[src/rtl/src_coord_pkg.sv]
// Shared definitions for the source-coordinate generator of the bicubic resizer.
// Holds the FSM encoding and the default geometry and fraction widths.
package src_coord_pkg;

  localparam int IMG_DIM_DEF = 100;
  localparam int FRAC_W_DEF  = 8;
  localparam int DIV_CYCLES  = FRAC_W_DEF + 1;

  typedef enum logic [1:0] {
    ST_IDLE,
    ST_DIV,
    ST_OUT,
    ST_DONE
  } state_t;

endpackage

[src/rtl/src_coord_gen_if.sv]
// Request/response bundle between the resize controller and the coordinate generator.
// The generator sits on the slave side; the controller/consumer is the master.
interface src_coord_gen_if;
  import src_coord_pkg::*;

  logic                  start;
  logic [6:0]            base;
  logic [4:0]            SN;
  logic [5:0]            TN;
  logic                  out_ready;
  logic                  out_valid;
  logic [5:0]            out_idx;
  logic [6:0]            out_coord;
  logic [FRAC_W_DEF-1:0] out_frac;
  logic                  out_last;
  logic                  busy;
  logic                  done;
  logic                  err;

  modport slave (
    input  start, base, SN, TN, out_ready,
    output out_valid, out_idx, out_coord, out_frac, out_last, busy, done, err
  );

  modport master (
    output start, base, SN, TN, out_ready,
    input  out_valid, out_idx, out_coord, out_frac, out_last, busy, done, err
  );

endinterface

[src/rtl/frac_div.sv]
// Sequential restoring divider producing round-half-up(r * 2^FRAC_W / d).
// One quotient bit per cycle; requires r < d so the quotient fits FRAC_W+1 bits.
module frac_div
  import src_coord_pkg::*;
#(
  parameter int FRAC_W = FRAC_W_DEF
) (
  input  logic              CLK,
  input  logic              RST,
  input  logic              start_i,
  input  logic [5:0]        r_i,
  input  logic [5:0]        d_i,
  output logic [FRAC_W-1:0] frac_o,
  output logic              done_o
);

  localparam int STEPS = FRAC_W + 1;
  localparam int CW    = $clog2(STEPS + 1);

  logic [5:0]       rem_q;
  logic [5:0]       div_q;
  logic [STEPS-1:0] quo_q;
  logic [CW-1:0]    cnt_q;

  logic [6:0] rem_sh;
  logic       ge;
  logic [5:0] rem_nx;

  always_comb begin
    rem_sh = {rem_q, 1'b0};
    ge     = (rem_sh >= {1'b0, div_q});
    rem_nx = ge ? 6'(rem_sh - {1'b0, div_q}) : rem_sh[5:0];
  end

  always_ff @(posedge CLK) begin
    if (RST) begin
      rem_q <= '0;
      div_q <= '0;
      quo_q <= '0;
      cnt_q <= '0;
    end else if (start_i) begin
      rem_q <= r_i;
      div_q <= d_i;
      quo_q <= '0;
      cnt_q <= CW'(STEPS);
    end else if (cnt_q != '0) begin
      rem_q <= rem_nx;
      quo_q <= {quo_q[STEPS-2:0], ge};
      cnt_q <= cnt_q - CW'(1);
    end
  end

  // Halving with the dropped LSB added back gives round-half-up.
  assign frac_o = quo_q[STEPS-1:1] + {{(FRAC_W-1){1'b0}}, quo_q[0]};
  assign done_o = (cnt_q == CW'(1));

endmodule

[src/rtl/src_coord_gen.sv]
// Streams source positions base + i*(SN-1)/(TN-1) as integer coordinate plus
// rounded fraction, one per handshake, for target indices 0..TN-1.
module src_coord_gen
  import src_coord_pkg::*;
#(
  parameter int IMG_DIM = IMG_DIM_DEF,
  parameter int FRAC_W  = FRAC_W_DEF
) (
  input logic            CLK,
  input logic            RST,
  src_coord_gen_if.slave sif
);

  state_t     state_q, state_d;
  logic [6:0] base_q, base_d;
  logic [5:0] d_q, d_d;
  logic [5:0] s_q, s_d;
  logic [5:0] idx_q, idx_d;
  logic [5:0] q_q, q_d;
  logic [5:0] r_q, r_d;
  logic       err_q, err_d;

  logic              div_start;
  logic [5:0]        div_r;
  logic [5:0]        div_d;
  logic [FRAC_W-1:0] div_frac;
  logic              div_done;

  logic [7:0] span_end;
  logic       bad_params;
  logic [6:0] step_sum;
  logic       out_valid;

  always_comb begin
    span_end   = {1'b0, sif.base} + {3'b000, sif.SN} - 8'd1;
    bad_params = (sif.SN < 5'd2) || (sif.TN < 6'd2) ||
                 ({1'b0, sif.SN} > sif.TN) || (span_end > 8'(IMG_DIM - 1));
    step_sum   = {1'b0, r_q} + {1'b0, s_q};
  end

  always_comb begin
    state_d   = state_q;
    base_d    = base_q;
    d_d       = d_q;
    s_d       = s_q;
    idx_d     = idx_q;
    q_d       = q_q;
    r_d       = r_q;
    err_d     = err_q;
    div_start = 1'b0;
    div_r     = r_q;
    div_d     = d_q;
    case (state_q)
      ST_IDLE: begin
        if (sif.start) begin
          base_d = sif.base;
          d_d    = sif.TN - 6'd1;
          s_d    = {1'b0, sif.SN} - 6'd1;
          idx_d  = '0;
          q_d    = '0;
          r_d    = '0;
          if (bad_params) begin
            err_d = 1'b1;
          end else begin
            err_d     = 1'b0;
            state_d   = ST_DIV;
            div_start = 1'b1;
            div_r     = '0;
            div_d     = sif.TN - 6'd1;
          end
        end
      end
      ST_DIV: begin
        if (div_done) state_d = ST_OUT;
      end
      ST_OUT: begin
        if (sif.out_ready) begin
          if (idx_q == d_q) begin
            state_d = ST_DONE;
          end else begin
            // S <= D, so the remainder wraps at most once per step.
            idx_d = idx_q + 6'd1;
            if (step_sum >= {1'b0, d_q}) begin
              r_d = 6'(step_sum - {1'b0, d_q});
              q_d = q_q + 6'd1;
            end else begin
              r_d = step_sum[5:0];
            end
            div_start = 1'b1;
            div_r     = r_d;
            state_d   = ST_DIV;
          end
        end
      end
      ST_DONE: state_d = ST_IDLE;
      default: state_d = ST_IDLE;
    endcase
  end

  always_ff @(posedge CLK) begin
    if (RST) begin
      state_q <= ST_IDLE;
      base_q  <= '0;
      d_q     <= '0;
      s_q     <= '0;
      idx_q   <= '0;
      q_q     <= '0;
      r_q     <= '0;
      err_q   <= 1'b0;
    end else begin
      state_q <= state_d;
      base_q  <= base_d;
      d_q     <= d_d;
      s_q     <= s_d;
      idx_q   <= idx_d;
      q_q     <= q_d;
      r_q     <= r_d;
      err_q   <= err_d;
    end
  end

  frac_div #(.FRAC_W(FRAC_W)) u_div (
    .CLK     (CLK),
    .RST     (RST),
    .start_i (div_start),
    .r_i     (div_r),
    .d_i     (div_d),
    .frac_o  (div_frac),
    .done_o  (div_done)
  );

  assign out_valid     = (state_q == ST_OUT);
  assign sif.out_valid = out_valid;
  assign sif.out_idx   = out_valid ? idx_q : '0;
  assign sif.out_coord = out_valid ? (base_q + {1'b0, q_q}) : '0;
  assign sif.out_frac  = out_valid ? div_frac : '0;
  assign sif.out_last  = out_valid && (idx_q == d_q);
  assign sif.busy      = (state_q == ST_DIV) || (state_q == ST_OUT);
  assign sif.done      = (state_q == ST_DONE);
  assign sif.err       = err_q;

endmodule

[src/flat_wrapper.sv]
// flat-port wrapper written by rule: the top's interface ports become plain ports
module src_coord_gen_flat import src_coord_pkg::*;
#(
  parameter int IMG_DIM = IMG_DIM_DEF,
  parameter int FRAC_W  = FRAC_W_DEF
)
  (CLK, RST, sif_start, sif_base, sif_SN, sif_TN, sif_out_ready, sif_out_valid, sif_out_idx, sif_out_coord, sif_out_frac, sif_out_last, sif_busy, sif_done, sif_err);
  src_coord_gen_if sif_i ();
  input logic CLK;
  input logic RST;
  input wire logic [$bits(sif_i.start)-1:0] sif_start;
  input wire logic [$bits(sif_i.base)-1:0] sif_base;
  input wire logic [$bits(sif_i.SN)-1:0] sif_SN;
  input wire logic [$bits(sif_i.TN)-1:0] sif_TN;
  input wire logic [$bits(sif_i.out_ready)-1:0] sif_out_ready;
  output wire logic [$bits(sif_i.out_valid)-1:0] sif_out_valid;
  output wire logic [$bits(sif_i.out_idx)-1:0] sif_out_idx;
  output wire logic [$bits(sif_i.out_coord)-1:0] sif_out_coord;
  output wire logic [$bits(sif_i.out_frac)-1:0] sif_out_frac;
  output wire logic [$bits(sif_i.out_last)-1:0] sif_out_last;
  output wire logic [$bits(sif_i.busy)-1:0] sif_busy;
  output wire logic [$bits(sif_i.done)-1:0] sif_done;
  output wire logic [$bits(sif_i.err)-1:0] sif_err;
  assign sif_i.start = sif_start;
  assign sif_i.base = sif_base;
  assign sif_i.SN = sif_SN;
  assign sif_i.TN = sif_TN;
  assign sif_i.out_ready = sif_out_ready;
  assign sif_out_valid = sif_i.out_valid;
  assign sif_out_idx = sif_i.out_idx;
  assign sif_out_coord = sif_i.out_coord;
  assign sif_out_frac = sif_i.out_frac;
  assign sif_out_last = sif_i.out_last;
  assign sif_busy = sif_i.busy;
  assign sif_done = sif_i.done;
  assign sif_err = sif_i.err;
  src_coord_gen #(.IMG_DIM(IMG_DIM), .FRAC_W(FRAC_W)) u_core (.CLK(CLK), .RST(RST), .sif(sif_i));
endmodule
[config.mk]
export PLATFORM = sky130hd
export DESIGN_NAME = src_coord_gen_flat
export DESIGN_NICKNAME = d
export VERILOG_FILES = /design/src/rtl/src_coord_pkg.sv /design/src/rtl/src_coord_gen_if.sv /design/src/rtl/frac_div.sv /design/src/rtl/src_coord_gen.sv /design/src/flat_wrapper.sv
export SDC_FILE = /design/constraint.sdc
export NUM_CORES = 1
export LEC_CHECK = 0
export CAP_MARGIN = 25
export CORE_MARGIN = 3
export CORE_UTILIZATION = 35
export DETAILED_ROUTE_END_ITERATION = 16
export GPL_ROUTABILITY_DRIVEN = 0
export PLACE_DENSITY = 0.53
export SLEW_MARGIN = 20
export SYNTH_ARGS = -nofsm -noshare
export SYNTH_HDL_FRONTEND = slang
export SYNTH_HIERARCHICAL = 1
export SYNTH_SLANG_ARGS = --single-unit
[constraint.sdc]
create_clock -name CLK -period 4.48 [get_ports CLK]
set_input_delay 1.12 -clock CLK [delete_from_list [all_inputs] [get_ports CLK]]
set_output_delay 1.12 -clock CLK [all_outputs]
set_load 0.03 [all_outputs]
==> qor.txt <==
total CTS buffers = 9
Fin Clk Skew = 0.004665 ns
most frequent cells in the layout = nor2_1, dfxtp_1, inv_1, nand2_1, ha_1
Post-synth EDFFs = 0
total track usage = 0.1590
critical path fanouts, max = 6
top_reg_cell synth = dfxtp_1
#FFs+latches synth = 65
design area = 0.006108 mm^2
leading cell type in the layout, fill and taps excluded = nor2_1
RSZ-0062 raised after global routing = false
area occupied by registers = 0.001301 mm^2
Crit Path Class = primary input to flip-flop
register area share after synthesis = 0.2608
cell leakage power = 2.608 nW
post-CTS setup buffer count = 0
synthesis-to-finish area growth = 22.45%
Data arrival, critical path = 4.55 ns
Netlist cell types = 67
synthesized area per cell = 8.007 um^2
Fin. Hold Viols = 0
footprint of the multi-input gates = 0.003387 mm^2
fin crit period = 4.306 ns
Antenna Nets Post-Route = 0
Die Span X = 125.4 um
Post-synth ARST share = 0
Slew headroom = 0.3640
clock buffer depth = 2
Fill cells = 1339
Critical Path Start Type = primary input
total power draw = 0.002799 W
Power Dens Cells = 458.2 mW/mm^2
worst hold slack = 0.4636 ns
Top-Level Pins = 48
starting density of the core = 0.3665
Final WS setup = 0.1739 ns
number of core rows = 42
first-pass GRT wire length = 20.76 mm
Peak VDD IR = 0.2247 mV
largest net degree at the start of global routing = 29
number of nets at the end of the flow = 763
Hold Path Origin = u_core/base_q[2]$_SDFFE_PP0P_
number of global-route vias before repair = 4157
Syn Std Cell Area = 0.004989 mm^2
drt drc = 0
CTS resizes = 0
Slew @ Worst Pin = 0.9453 ns
routed wire length = 12.34 mm
Synth Warn # = 6
Congestion Overflow GR = 0
Util after Layout = 0.4488
RR Startpoint = u_core/r_q[0]$_SDFFE_PP0P_
Iteration-0 DRC Markers = 295
fmax = 232.2 MHz
layout cells sized above 1 = 0.1001
TritonRoute pass-1 iters = 5
die area = 0.01572 mm^2
hold_buf cts = 0
Max Slew Vio Count = 0
clk_lat worst skew = 0.33 ns
ant diodes = 0
die height = 125.4 um
CP endpoint kind = flip-flop
dpl ws = -0.2675 ns
CTS sink cnt = 65
MaxCap Viol Count = 0
final setup fails = 0
Root Driver = clkbuf_16
Clock transition at path regs = 0.06 ns
syn_nets = 702
status = finished, final reports clean
post-DR wirelength/cell = 14.27 um
Core Box Area = 0.01361 mm^2
cell count after synthesis = 623
Vias per Instance = 5.054
Port Buffers = 47
DP HPWL = 9.719 mm
CP startpoint = sif_SN[2]
period utilisation layout = 0.9612
Tightest Hold Check Type = flip-flop to flip-flop
H-tree depth = 3
routed vias = 4372
TritonCTS clock tree = done
initial antenna violation count = 0
CP Data Required Time = 4.72 ns
placed inst area = 0.005769 mm^2
==> final timing paths <==
| path | depth (start not counted) | slack, ns | to |
|---|---|---|---|
| worst max register to register | 16 | 0.52 | u_core/u_div/rem_q[3]$_SDFFE_PP0P_ |
| worst max-delay path | 15 | 0.17 | u_core/u_div/rem_q[3]$_SDFFE_PP0P_ |
| worst min register to register | 2 | 0.46 | u_core/base_q[2]$_SDFFE_PP0P_ |
| worst min-delay path | 2 | 0.46 | u_core/base_q[2]$_SDFFE_PP0P_ |
==> power by group <==
group | internal (W) | switching [W] | leakage (nW)
sequential | 0.000660 | 0.0000749 | 0.530
combinational | 0.000559 | 0.000743 | 1.92
clock | 0.000501 | 0.000261 | 0.159
==> area by class of cell <==
| class | instances | area share |
|---|---|---|
| multi-input combinational | 475 | 0.5545 |
| clock buffer | 11 | 0.03974 |
| tap | 176 | 0.03605 |
| inverter | 62 | 0.03810 |
| sequential | 65 | 0.2130 |
| timing repair buffer | 71 | 0.1057 |
| clock inverter | 5 | 0.01290 |
==> routing by layer <==
metal | track usage | wire length [um]
met1 | 0.2201 | 6143
met2 | 0.2528 | 5646
met3 | 0.02942 | 362
met4 | 0.04719 | 190
met5 | 0 | 0
==> per-stage QoR <==
step | std cells | setup TNS, ns
6_report | 865 | 0
5_1_grt | 865 | 0
4_1_cts | 865 | 0
3_5_place_dp | 849 | -0.8241
3_3_place_gp | 849 | -0.04742
2_1_floorplan | 623 | 0
==> critical path, cell delays in order <==
cell	delay, ns
clkdlybuf4s50_1	0.48
inv_1	0.07
ha_1	0.29
inv_1	0.04
ha_1	0.28
a211o_1	0.32
a2111oi_1	0.44
nand4b_1	0.20
o211ai_2	0.09
nand4b_2	0.13
or2_1	0.14
nand2_1	0.08
or2_2	0.31
or2_4	0.30
o32ai_2	0.26
==> logic make-up after synthesis <==
group,share of synthesized area
xor gates and xnor gates,0.07374
muxes,0.04791
AOI/OAI and AO/OA,0.1821
buffers and inverters,0.06371
DFF,0.2608
adders and majority gates,0.1505
and+or+nand+nor,0.2212
==> registers in the layout, summed over array words and instances (netlist names), 4 cells and up <==
signal	count
u_core/base_q	7
u_core/s_q	6
u_core/q_q	6
u_core/u_div/rem_q	6
u_core/idx_q	6
u_core/r_q	6
u_core/u_div/cnt_q	4
u_core/u_div/div_q	6
u_core/u_div/quo_q	9
u_core/d_q	6
==> synthesized netlist by cell type, types with 3 or more instances <==
library cell	n	area, um^2
and3_1	4	25.02
nand4_1	7	43.79
nor3_1	19	95.09
a211oi_1	13	97.59
inv_1	62	232.7
clkbuf_1	17	63.81
a21oi_1	51	255.2
and2_1	18	112.6
xnor2_1	25	219.0
o21ai_0	13	65.06
o21ai_1	3	15.01
mux2_2	7	78.83
a22oi_1	5	37.54
nand2b_1	6	37.54
o21a_1	5	37.54
mux2i_1	13	130.1
ha_1	52	650.6
a32o_1	5	50.05
xor2_1	17	148.9
dfxtp_1	65	1301
nor3b_1	4	30.03
nand3_1	12	60.06
nand3b_1	3	22.52
fa_1	5	100.1
nand2_1	59	221.5
nor2_1	69	259.0
a21o_1	10	75.07
(Power assumes the default switching activity.)
